===== config.mk =====
export PLATFORM = sky130hd
export DESIGN_NAME = fp_adder_pipe_amisha
export DESIGN_NICKNAME = d
export VERILOG_FILES = /design/src/rtl/fp_pkg_amisha.sv /design/src/rtl/fp_lzc_amisha.sv /design/src/rtl/fp_adder_pipe_amisha.sv
export SDC_FILE = /design/constraint.sdc
export NUM_CORES = 1
export LEC_CHECK = 0
export CORE_ASPECT_RATIO = 0.8
export CORE_MARGIN = 2
export CORE_UTILIZATION = 58
export DETAILED_ROUTE_END_ITERATION = 10
export DONT_BUFFER_PORTS = 1
export GPL_TIMING_DRIVEN = 0
export PLACE_DENSITY_LB_ADDON = 0.2
export SLEW_MARGIN = 20
export SYNTH_ARGS = -nofsm -noshare
export SYNTH_HDL_FRONTEND = slang
export SYNTH_SLANG_ARGS = --single-unit

===== constraint.sdc =====
create_clock -name clk_amisha -period 3.3 [get_ports clk_amisha]
set_input_delay 0.495 -clock clk_amisha [delete_from_list [all_inputs] [get_ports clk_amisha]]
set_output_delay 0.495 -clock clk_amisha [all_outputs]
set_load 0.02 [all_outputs]

===== src/rtl/fp_pkg_amisha.sv =====
// ---------------------------------------------------------------------------
// fp_pkg_amisha
// Shared constants for the pipelined floating-point adder:
//   GRS_W      - guard/round/sticky extension carried through align/add/normalise
//   PIPE_DEPTH - number of registered stages from acceptance to result
//   ZERO_*     - encoding used for an all-zero result (sign 0, exp 0, frac 0)
//   clog2_amisha - ceiling log2 used to size the leading-zero count
// No ports (package).
// ---------------------------------------------------------------------------
package fp_pkg_amisha;

    localparam int         GRS_W      = 3;
    localparam int         PIPE_DEPTH = 4;
    localparam logic       ZERO_SIGN  = 1'b0;
    localparam logic [63:0] ZERO_FIELD = '0;

    function automatic int clog2_amisha(input int n);
        int r;
        r = 0;
        for (int i = 0; i < 31; i++) begin
            if ((1 << i) < n) begin
                r = i + 1;
            end
        end
        return r;
    endfunction

endpackage


===== src/rtl/fp_lzc_amisha.sv =====
// ---------------------------------------------------------------------------
// fp_lzc_amisha
// Purely combinational leading-zero counter.
// Ports:
//   vec_i [N-1:0]    - vector to scan, MSB first
//   lz_o  [LZ_W-1:0] - number of zeros above the first set bit (N when vec_i == 0)
// ---------------------------------------------------------------------------
module fp_lzc_amisha
    import fp_pkg_amisha::*;
#(
    parameter int N    = 11,
    parameter int LZ_W = clog2_amisha(N + 1)
) (
    input  logic [N-1:0]    vec_i,
    output logic [LZ_W-1:0] lz_o
);

    logic found;

    always_comb begin
        lz_o  = LZ_W'(N);
        found = 1'b0;
        for (int i = N - 1; i >= 0; i--) begin
            if (!found && vec_i[i]) begin
                lz_o  = LZ_W'(N - 1 - i);
                found = 1'b1;
            end
        end
    end

endmodule


===== src/rtl/fp_adder_pipe_amisha.sv =====
// ---------------------------------------------------------------------------
// fp_adder_pipe_amisha
// Four-stage pipelined sign-magnitude floating-point adder,
// value = (-1)^s * 0.frac * 2^exp, zero encoded as exp = 0, frac = 0.
// Stages: sort -> align -> add/sub -> normalise/round/saturate.
// A single global advance (~out_valid | out_ready) stalls every stage.
// Optional feature macro: FP_ADDER_ROUND_EN selects round-to-nearest-even;
// without it the GRS bits are truncated.
// Ports:
//   clk_amisha, rst_n_amisha (async, active-low)
//   in_valid_amisha / in_ready_amisha   - operand handshake
//   sign/exp/frac 1 and 2               - operands (normalised or zero)
//   out_valid_amisha / out_ready_amisha - result handshake
//   sign/exp/frac_out_amisha            - result
//   ovf_amisha / unf_amisha             - saturated / flushed to zero
// ---------------------------------------------------------------------------
module fp_adder_pipe_amisha
    import fp_pkg_amisha::*;
#(
    parameter int EXP_W  = 4,
    parameter int FRAC_W = 8
) (
    input  logic              clk_amisha,
    input  logic              rst_n_amisha,
    input  logic              in_valid_amisha,
    output logic              in_ready_amisha,
    input  logic              sign1_amisha,
    input  logic              sign2_amisha,
    input  logic [EXP_W-1:0]  exp1_amisha,
    input  logic [EXP_W-1:0]  exp2_amisha,
    input  logic [FRAC_W-1:0] frac1_amisha,
    input  logic [FRAC_W-1:0] frac2_amisha,
    output logic              out_valid_amisha,
    input  logic              out_ready_amisha,
    output logic              sign_out_amisha,
    output logic [EXP_W-1:0]  exp_out_amisha,
    output logic [FRAC_W-1:0] frac_out_amisha,
    output logic              ovf_amisha,
    output logic              unf_amisha
);

    localparam int M_W  = FRAC_W + GRS_W;   // fraction + guard/round/sticky
    localparam int S_W  = M_W + 1;          // plus carry
    localparam int E1_W = EXP_W + 1;        // exponent with overflow bit
    localparam int LZ_W = clog2_amisha(M_W + 1);

    logic advance;

    logic              vld_p1_q, sign_p1_q, sub_p1_q;
    logic [EXP_W-1:0]  exp_p1_q, diff_p1_q;
    logic [FRAC_W-1:0] big_p1_q, small_p1_q;

    logic              vld_p2_q, sign_p2_q, sub_p2_q;
    logic [EXP_W-1:0]  exp_p2_q;
    logic [FRAC_W-1:0] big_p2_q;
    logic [M_W-1:0]    small_p2_q;

    logic              vld_p3_q, sign_p3_q;
    logic [EXP_W-1:0]  exp_p3_q;
    logic [S_W-1:0]    sum_p3_q;

    logic              out_valid_q, sign_q, ovf_q, unf_q;
    logic [EXP_W-1:0]  exp_q;
    logic [FRAC_W-1:0] frac_q;
    logic              sign_d, ovf_d, unf_d;
    logic [EXP_W-1:0]  exp_d;
    logic [FRAC_W-1:0] frac_d;

    logic                    op1_big;
    logic [LZ_W-1:0]         lz;
    logic [M_W-1:0]          norm_m;
    logic [E1_W-1:0]         norm_e;
    logic                    is_zero, flush;
    logic [E1_W+FRAC_W-1:0]  rnd;
    logic [EXP_W+FRAC_W:0]   sat;

    // Right shift with every bit pushed past the sticky position ORed into sticky.
    function automatic logic [M_W-1:0] align_small(input logic [FRAC_W-1:0] frac,
                                                   input logic [EXP_W-1:0]  diff);
        logic [M_W-1:0] ext, shifted;
        logic           lost;
        ext = {frac, {GRS_W{1'b0}}};
        if (int'(diff) >= M_W) begin
            shifted = '0;
            lost    = |ext;
        end else begin
            shifted = ext >> diff;
            lost    = |(ext << (M_W - int'(diff)));
        end
        return {shifted[M_W-1:1], shifted[0] | lost};
    endfunction

    // Returns {exp, frac}; a fraction carry re-normalises to 100..0 and bumps exp.
    function automatic logic [E1_W+FRAC_W-1:0] round_mant(input logic [M_W-1:0]  m,
                                                          input logic [E1_W-1:0] e);
        logic [FRAC_W-1:0] f;
        logic              inc;
        logic [FRAC_W:0]   f_inc;
        f = m[M_W-1:GRS_W];
`ifdef FP_ADDER_ROUND_EN
        inc = m[2] & (m[1] | m[0] | f[0]);
`else
        inc = 1'b0;
`endif
        f_inc = {1'b0, f} + {{FRAC_W{1'b0}}, inc};
        if (f_inc[FRAC_W]) begin
            return {e + 1'b1, 1'b1, {(FRAC_W - 1){1'b0}}};
        end
        return {e, f_inc[FRAC_W-1:0]};
    endfunction

    // Returns {ovf, exp, frac}; any exponent past all-ones pins to the largest value.
    function automatic logic [EXP_W+FRAC_W:0] saturate(input logic [E1_W-1:0]   e,
                                                       input logic [FRAC_W-1:0] f);
        if (e[EXP_W]) begin
            return {1'b1, {EXP_W{1'b1}}, {FRAC_W{1'b1}}};
        end
        return {1'b0, e[EXP_W-1:0], f};
    endfunction

    assign advance         = ~out_valid_q | out_ready_amisha;
    assign in_ready_amisha = advance;

    // Ties go to operand 1, so big - small is never negative.
    assign op1_big = {exp1_amisha, frac1_amisha} >= {exp2_amisha, frac2_amisha};

    fp_lzc_amisha #(
        .N    (M_W),
        .LZ_W (LZ_W)
    ) u_lzc (
        .vec_i (sum_p3_q[M_W-1:0]),
        .lz_o  (lz)
    );

    always_comb begin
        norm_m  = '0;
        norm_e  = '0;
        is_zero = 1'b0;
        flush   = 1'b0;
        rnd     = '0;
        sat     = '0;
        sign_d  = ZERO_SIGN;
        exp_d   = ZERO_FIELD[EXP_W-1:0];
        frac_d  = ZERO_FIELD[FRAC_W-1:0];
        ovf_d   = 1'b0;
        unf_d   = 1'b0;
        if (sum_p3_q[S_W-1]) begin
            norm_m = {sum_p3_q[S_W-1:2], sum_p3_q[1] | sum_p3_q[0]};
            norm_e = E1_W'(exp_p3_q) + 1'b1;
        end else if (sum_p3_q[M_W-1:0] == '0) begin
            is_zero = 1'b1;
        end else if (int'(exp_p3_q) >= int'(lz)) begin
            norm_m = sum_p3_q[M_W-1:0] << lz;
            norm_e = E1_W'(exp_p3_q) - E1_W'(lz);
        end else begin
            flush = 1'b1;
        end
        if (flush) begin
            unf_d = 1'b1;
        end else if (!is_zero) begin
            rnd    = round_mant(norm_m, norm_e);
            sat    = saturate(rnd[E1_W+FRAC_W-1:FRAC_W], rnd[FRAC_W-1:0]);
            sign_d = sign_p3_q;
            {ovf_d, exp_d, frac_d} = sat;
        end
    end

    always_ff @(posedge clk_amisha or negedge rst_n_amisha) begin
        if (!rst_n_amisha) begin
            vld_p1_q    <= 1'b0;
            vld_p2_q    <= 1'b0;
            vld_p3_q    <= 1'b0;
            out_valid_q <= 1'b0;
            sign_q      <= 1'b0;
            exp_q       <= '0;
            frac_q      <= '0;
            ovf_q       <= 1'b0;
            unf_q       <= 1'b0;
        end else if (advance) begin
            vld_p1_q    <= in_valid_amisha;
            vld_p2_q    <= vld_p1_q;
            vld_p3_q    <= vld_p2_q;
            // S4 -> output
            out_valid_q <= vld_p3_q;
            sign_q      <= sign_d;
            exp_q       <= exp_d;
            frac_q      <= frac_d;
            ovf_q       <= ovf_d;
            unf_q       <= unf_d;
        end
    end

    always_ff @(posedge clk_amisha) begin
        if (advance) begin
            // S1: sort
            sign_p1_q  <= op1_big ? sign1_amisha : sign2_amisha;
            sub_p1_q   <= sign1_amisha ^ sign2_amisha;
            exp_p1_q   <= op1_big ? exp1_amisha : exp2_amisha;
            diff_p1_q  <= op1_big ? (exp1_amisha - exp2_amisha) : (exp2_amisha - exp1_amisha);
            big_p1_q   <= op1_big ? frac1_amisha : frac2_amisha;
            small_p1_q <= op1_big ? frac2_amisha : frac1_amisha;
            // S2: align
            sign_p2_q  <= sign_p1_q;
            sub_p2_q   <= sub_p1_q;
            exp_p2_q   <= exp_p1_q;
            big_p2_q   <= big_p1_q;
            small_p2_q <= align_small(small_p1_q, diff_p1_q);
            // S3: add/sub
            sign_p3_q  <= sign_p2_q;
            exp_p3_q   <= exp_p2_q;
            sum_p3_q   <= sub_p2_q ? ({1'b0, big_p2_q, {GRS_W{1'b0}}} - {1'b0, small_p2_q})
                                   : ({1'b0, big_p2_q, {GRS_W{1'b0}}} + {1'b0, small_p2_q});
        end
    end

    assign out_valid_amisha = out_valid_q;
    assign sign_out_amisha  = sign_q;
    assign exp_out_amisha   = exp_q;
    assign frac_out_amisha  = frac_q;
    assign ovf_amisha       = ovf_q;
    assign unf_amisha       = unf_q;

endmodule


==> summary.txt <==
STA
  – RSZ-0062 raised after global routing: yes
  – Number of max-slew violations in the final report: 0
  – Worst Slack Setup Final: 0.08391 ns
  – Final hold viol count: 0
  – Worst-Margin Slew: between 0.9 and 1 ns
  – Final critical path time including I/O delays and setup: ~3.2 ns
  – Share of the clock period used by the worst path: 97.46%
  – Setup-violating endpoint count in the final report: 0
  – F_max: 0.3109 GHz
  – Setup Skew: about 0.0085 ns
  – Final-layout worst hold slack: 0.2708 ns
  – Worst slew slack as a fraction of its limit: between 30% and 40%

Detailed routing
  – Drt initial violations: 391
  – DRT Pass-1 Iters: 5
  – Vias after detailed routing: 4473
  – Vias per cell: 6.195
  – Final WL: 12300 um
  – DRC violations left: 0
  – Detail Route Antenna Nets: 0
  – WL/cell: 17.04 um

Layout
  – Final #Nets: 671
  – Area taken by multi-input logic gates: 2927 sq um
  – Combined flip-flop and latch cell area: 2517 sq um
  – Share of post-route cells with drive strength above 1: 14.76%
  – Diodes inserted: 0
  – Final instance count without filler cells: 722
  – Final Util: 66.98%
  – Count of fill cells added during filler insertion: 719
  – Growth of design area from synthesis to finish: 13.51%

CTS
  – Maximum level of the CTS H-tree: 3
  – CTS tree: built
  – CTS max path bufs: 2
  – Insertion delay of the later-clocked pin in the worst-skew pair: 0.34 ns
  – Cts bufs inserted: 9
  – Clk pin slew, worst setup/hold paths: 0.07 ns
  – Root cell of the clock tree: sky130_fd_sc_hd__clkbuf_16
  – Number of sinks handled by clock tree synthesis: 87

Global routing
  – Global-route wire length before repair: a little under 20000 um
  – Gr ovfl total: 0
  – Maximum number of pins on one net before global-route repair: slightly above 50
  – Global Route Usage Sum: 23.32%
  – Number of antenna violations at the first check in global routing: 0
  – Vias in the first global route: approximately 4200

Synthesis
  – Synthesis warning total: 0
  – Area fraction of the dominant cell type after synthesis: a little over a third
  – Distinct cell type count of the synthesized netlist: 69
  – Biggest area consumer among synthesized cells: sky130_fd_sc_hd__edfxtp_1
  – Leading register cell type out of synthesis: sky130_fd_sc_hd__edfxtp_1
  – Synth Area per Inst: roughly 9.9 sq um
  – Leading cell type by number of instances after synthesis: sky130_fd_sc_hd__edfxtp_1
  – Part of the Yosys area used for sequential elements: 44.77%
  – Top post-synthesis cells by area: sky130_fd_sc_hd__edfxtp_1, sky130_fd_sc_hd__ha_1, sky130_fd_sc_hd__dfrtp_1
  – Synth cell count leaders: sky130_fd_sc_hd__edfxtp_1, sky130_fd_sc_hd__nand2_1, sky130_fd_sc_hd__inv_1
  – Net count after synthesis: 641
  – Netlist area before placement: about 5600 sq um
  – EDFF count, synth: 68
  – Post-synthesis register bit count: between 80 and 90
  – Cells after synthesis: 568
  – Post-synth ARST share: a little over a fifth

Critical path
  – Slowest stage cell on the critical path: sky130_fd_sc_hd__or4_4
  – Launching element type of the critical path: register
  – Data arrival time of the critical path: 3.44 ns
  – Most common cell type on the critical path: sky130_fd_sc_hd__nor4_4
  – Kind of end point of the critical path: register
  – Worst-path fanout max: 8
  – Startpoint-to-endpoint class of the critical path: reg2reg
  – Data required time of the critical path: around 3.5 ns
  – Worst-path cell chain: buf_6 > or4_4 > nor4_4 > nor2_4 > inv_4 > ha_1 > a211oi_4 > nor4_4 > nand2_1 > o22ai_1 > o32a_1
  – Biggest cell delay along the critical path: 0.61 ns

Place
  – Final estimated routing congestion in global placement: approximately 0.89
  – Setup slack after placement: -0.3576 ns
  – DPL Wire Length: 8962 um
  – PortBufs: 0
  – Cell count after placement: about 700

Pwr
  – LEAKAGE: 2.629 nW
  – Maximum resistive drop on vdd: 0.3999 mV
  – Areal power density over the cells: 986.3 nW/um^2

Floorplanning
  – Area enclosed by the die boundary: 10500 sq um
  – Die outline width: 114.1 um
  – Num rows: 32
  – Height of the chip: between 90 and 100 um
  – Top-level port count: 47
  – Initial core utilization: 59.01%
  – Placeable Area: 9529 sq um

Outcome
  – Result of the run: finished clean

Run
  – Max-cap violations: 0

Hold path
  – Class of the most critical hold timing path: in2reg
## per-stage QoR
stage | instance area (sq um) | total power, mW | TNS, ns
6_report | 6382 | 6.295 | 0
5_1_grt | 6382 | 6.693 | -0.2986
4_1_cts | 6230 | 6.061 | 0
3_5_place_dp | 5803 | 4.876 | -2.976
3_3_place_gp | 5773 | 4.784 | -2.414
2_1_floorplan | 5624 | 4.226 | 0
## cell type report
cell class	instances	share of cell area, %
clock buffer	10	3.921
clock inverter	6	0.9214
buffer	21	1.725
timing repair buffer	19	2.588
inverter	54	3.215
multi-input combinational	406	45.85
tap	119	2.333
sequential	87	39.44
## cells by family (layout without fill, tap and decap cells)
kind of cell / Yosys count / in the layout / synth area share, %
xor+xnor: 14 / 14 / 2.181
buf+inv: 75 / 110 / 5.518
fa+ha+maj: 43 / 43 / 10.10
mux: 23 / 23 / 4.428
simple gates: 189 / 189 / 16.69
compound gates: 137 / 137 / 16.31
flops: 87 / 87 / 44.77
## worst max-delay path, delay by kind of cell (launching register included)
family                     cells  cell delay [ns]
AOI/OAI and AO/OA              3             0.88
adders and majority gates      1             0.27
buffers and inverters          2             0.25
DFF                            1             0.39
and+or+nand+nor                5             1.31
## layer usage
| metal | wire [um] | part of all wire (%) | up-vias | global-route usage (%) |
|---|---|---|---|---|
| li1 | - | - | 2133 | - |
| met1 | 5472 | 44 | 2092 | 31.70 |
| met2 | 5850 | 48 | 220 | 37.65 |
| met3 | 758 | 6.2 | 28 | 5.089 |
| met4 | 222 | 1.8 | 0 | 6.911 |
| met5 | 0 | 0 | - | 0 |
## state kept, by name (all words and copies together) (netlist names), 4 cells and up
| signal | cells |
|---|---|
| exp_out_amisha | 4 |
| diff_p1_q | 4 |
| frac_out_amisha | 8 |
| exp_p2_q | 4 |
| exp_p3_q | 4 |
| big_p1_q | 8 |
| sum_p3_q | 12 |
| small_p1_q | 8 |
| big_p2_q | 8 |
| small_p2_q | 11 |
| exp_p1_q | 4 |
## what timing repair did
item                       in CTS  in global routing
setup buffers                   5                 12
setup endpoints to repair      12                 12
gates resized for setup        11                 12
hold buffers                    1                  0
hold endpoints to repair       19                  0
pin swaps                       0                 10
## path summary, 6_finish.rpt
kind                                      start                  to  slack (ns)  cells after the start
worst max-delay path                sum_p3_q[4]  frac_out_amisha[4]        0.08                     11
worst min-delay path            in_valid_amisha            vld_p1_q        0.27                      2
worst max register to register      sum_p3_q[4]  frac_out_amisha[4]        0.08                     11
worst min register to register      big_p1_q[4]         big_p2_q[4]        0.42                      0
max in group asynchronous          rst_n_amisha            vld_p2_q        2.02                      1
min in group asynchronous          rst_n_amisha   exp_out_amisha[3]        0.73                      1
## report_power, final
part           leakage [nW]  switching (mW)  total [mW]  internal (mW)
clock network         0.153           0.447        1.02          0.573
registers             0.929           0.454        2.21           1.75
logic                  1.55            1.78        3.07           1.29
total                  2.63            2.68        6.29           3.62
## cell usage in the layout, fill, tap and decap left out, types with 6 or more instances in the layout
cell type,count
sky130_fd_sc_hd__a21o_1,6
sky130_fd_sc_hd__a21oi_1,32
sky130_fd_sc_hd__a31oi_1,6
sky130_fd_sc_hd__and3_1,6
sky130_fd_sc_hd__buf_4,17
sky130_fd_sc_hd__clkbuf_1,13
sky130_fd_sc_hd__clkbuf_16,10
sky130_fd_sc_hd__dfrtp_1,19
sky130_fd_sc_hd__edfxtp_1,68
sky130_fd_sc_hd__ha_1,38
sky130_fd_sc_hd__inv_1,51
sky130_fd_sc_hd__mux2_2,15
sky130_fd_sc_hd__mux2i_1,8
sky130_fd_sc_hd__nand2_1,54
sky130_fd_sc_hd__nand2b_1,7
sky130_fd_sc_hd__nand3_1,27
sky130_fd_sc_hd__nor2_1,49
sky130_fd_sc_hd__nor3_1,12
sky130_fd_sc_hd__o21ai_0,29
sky130_fd_sc_hd__xnor2_1,8
sky130_fd_sc_hd__xor2_1,6
Note: power is estimated with default switching activity, not from simulation.
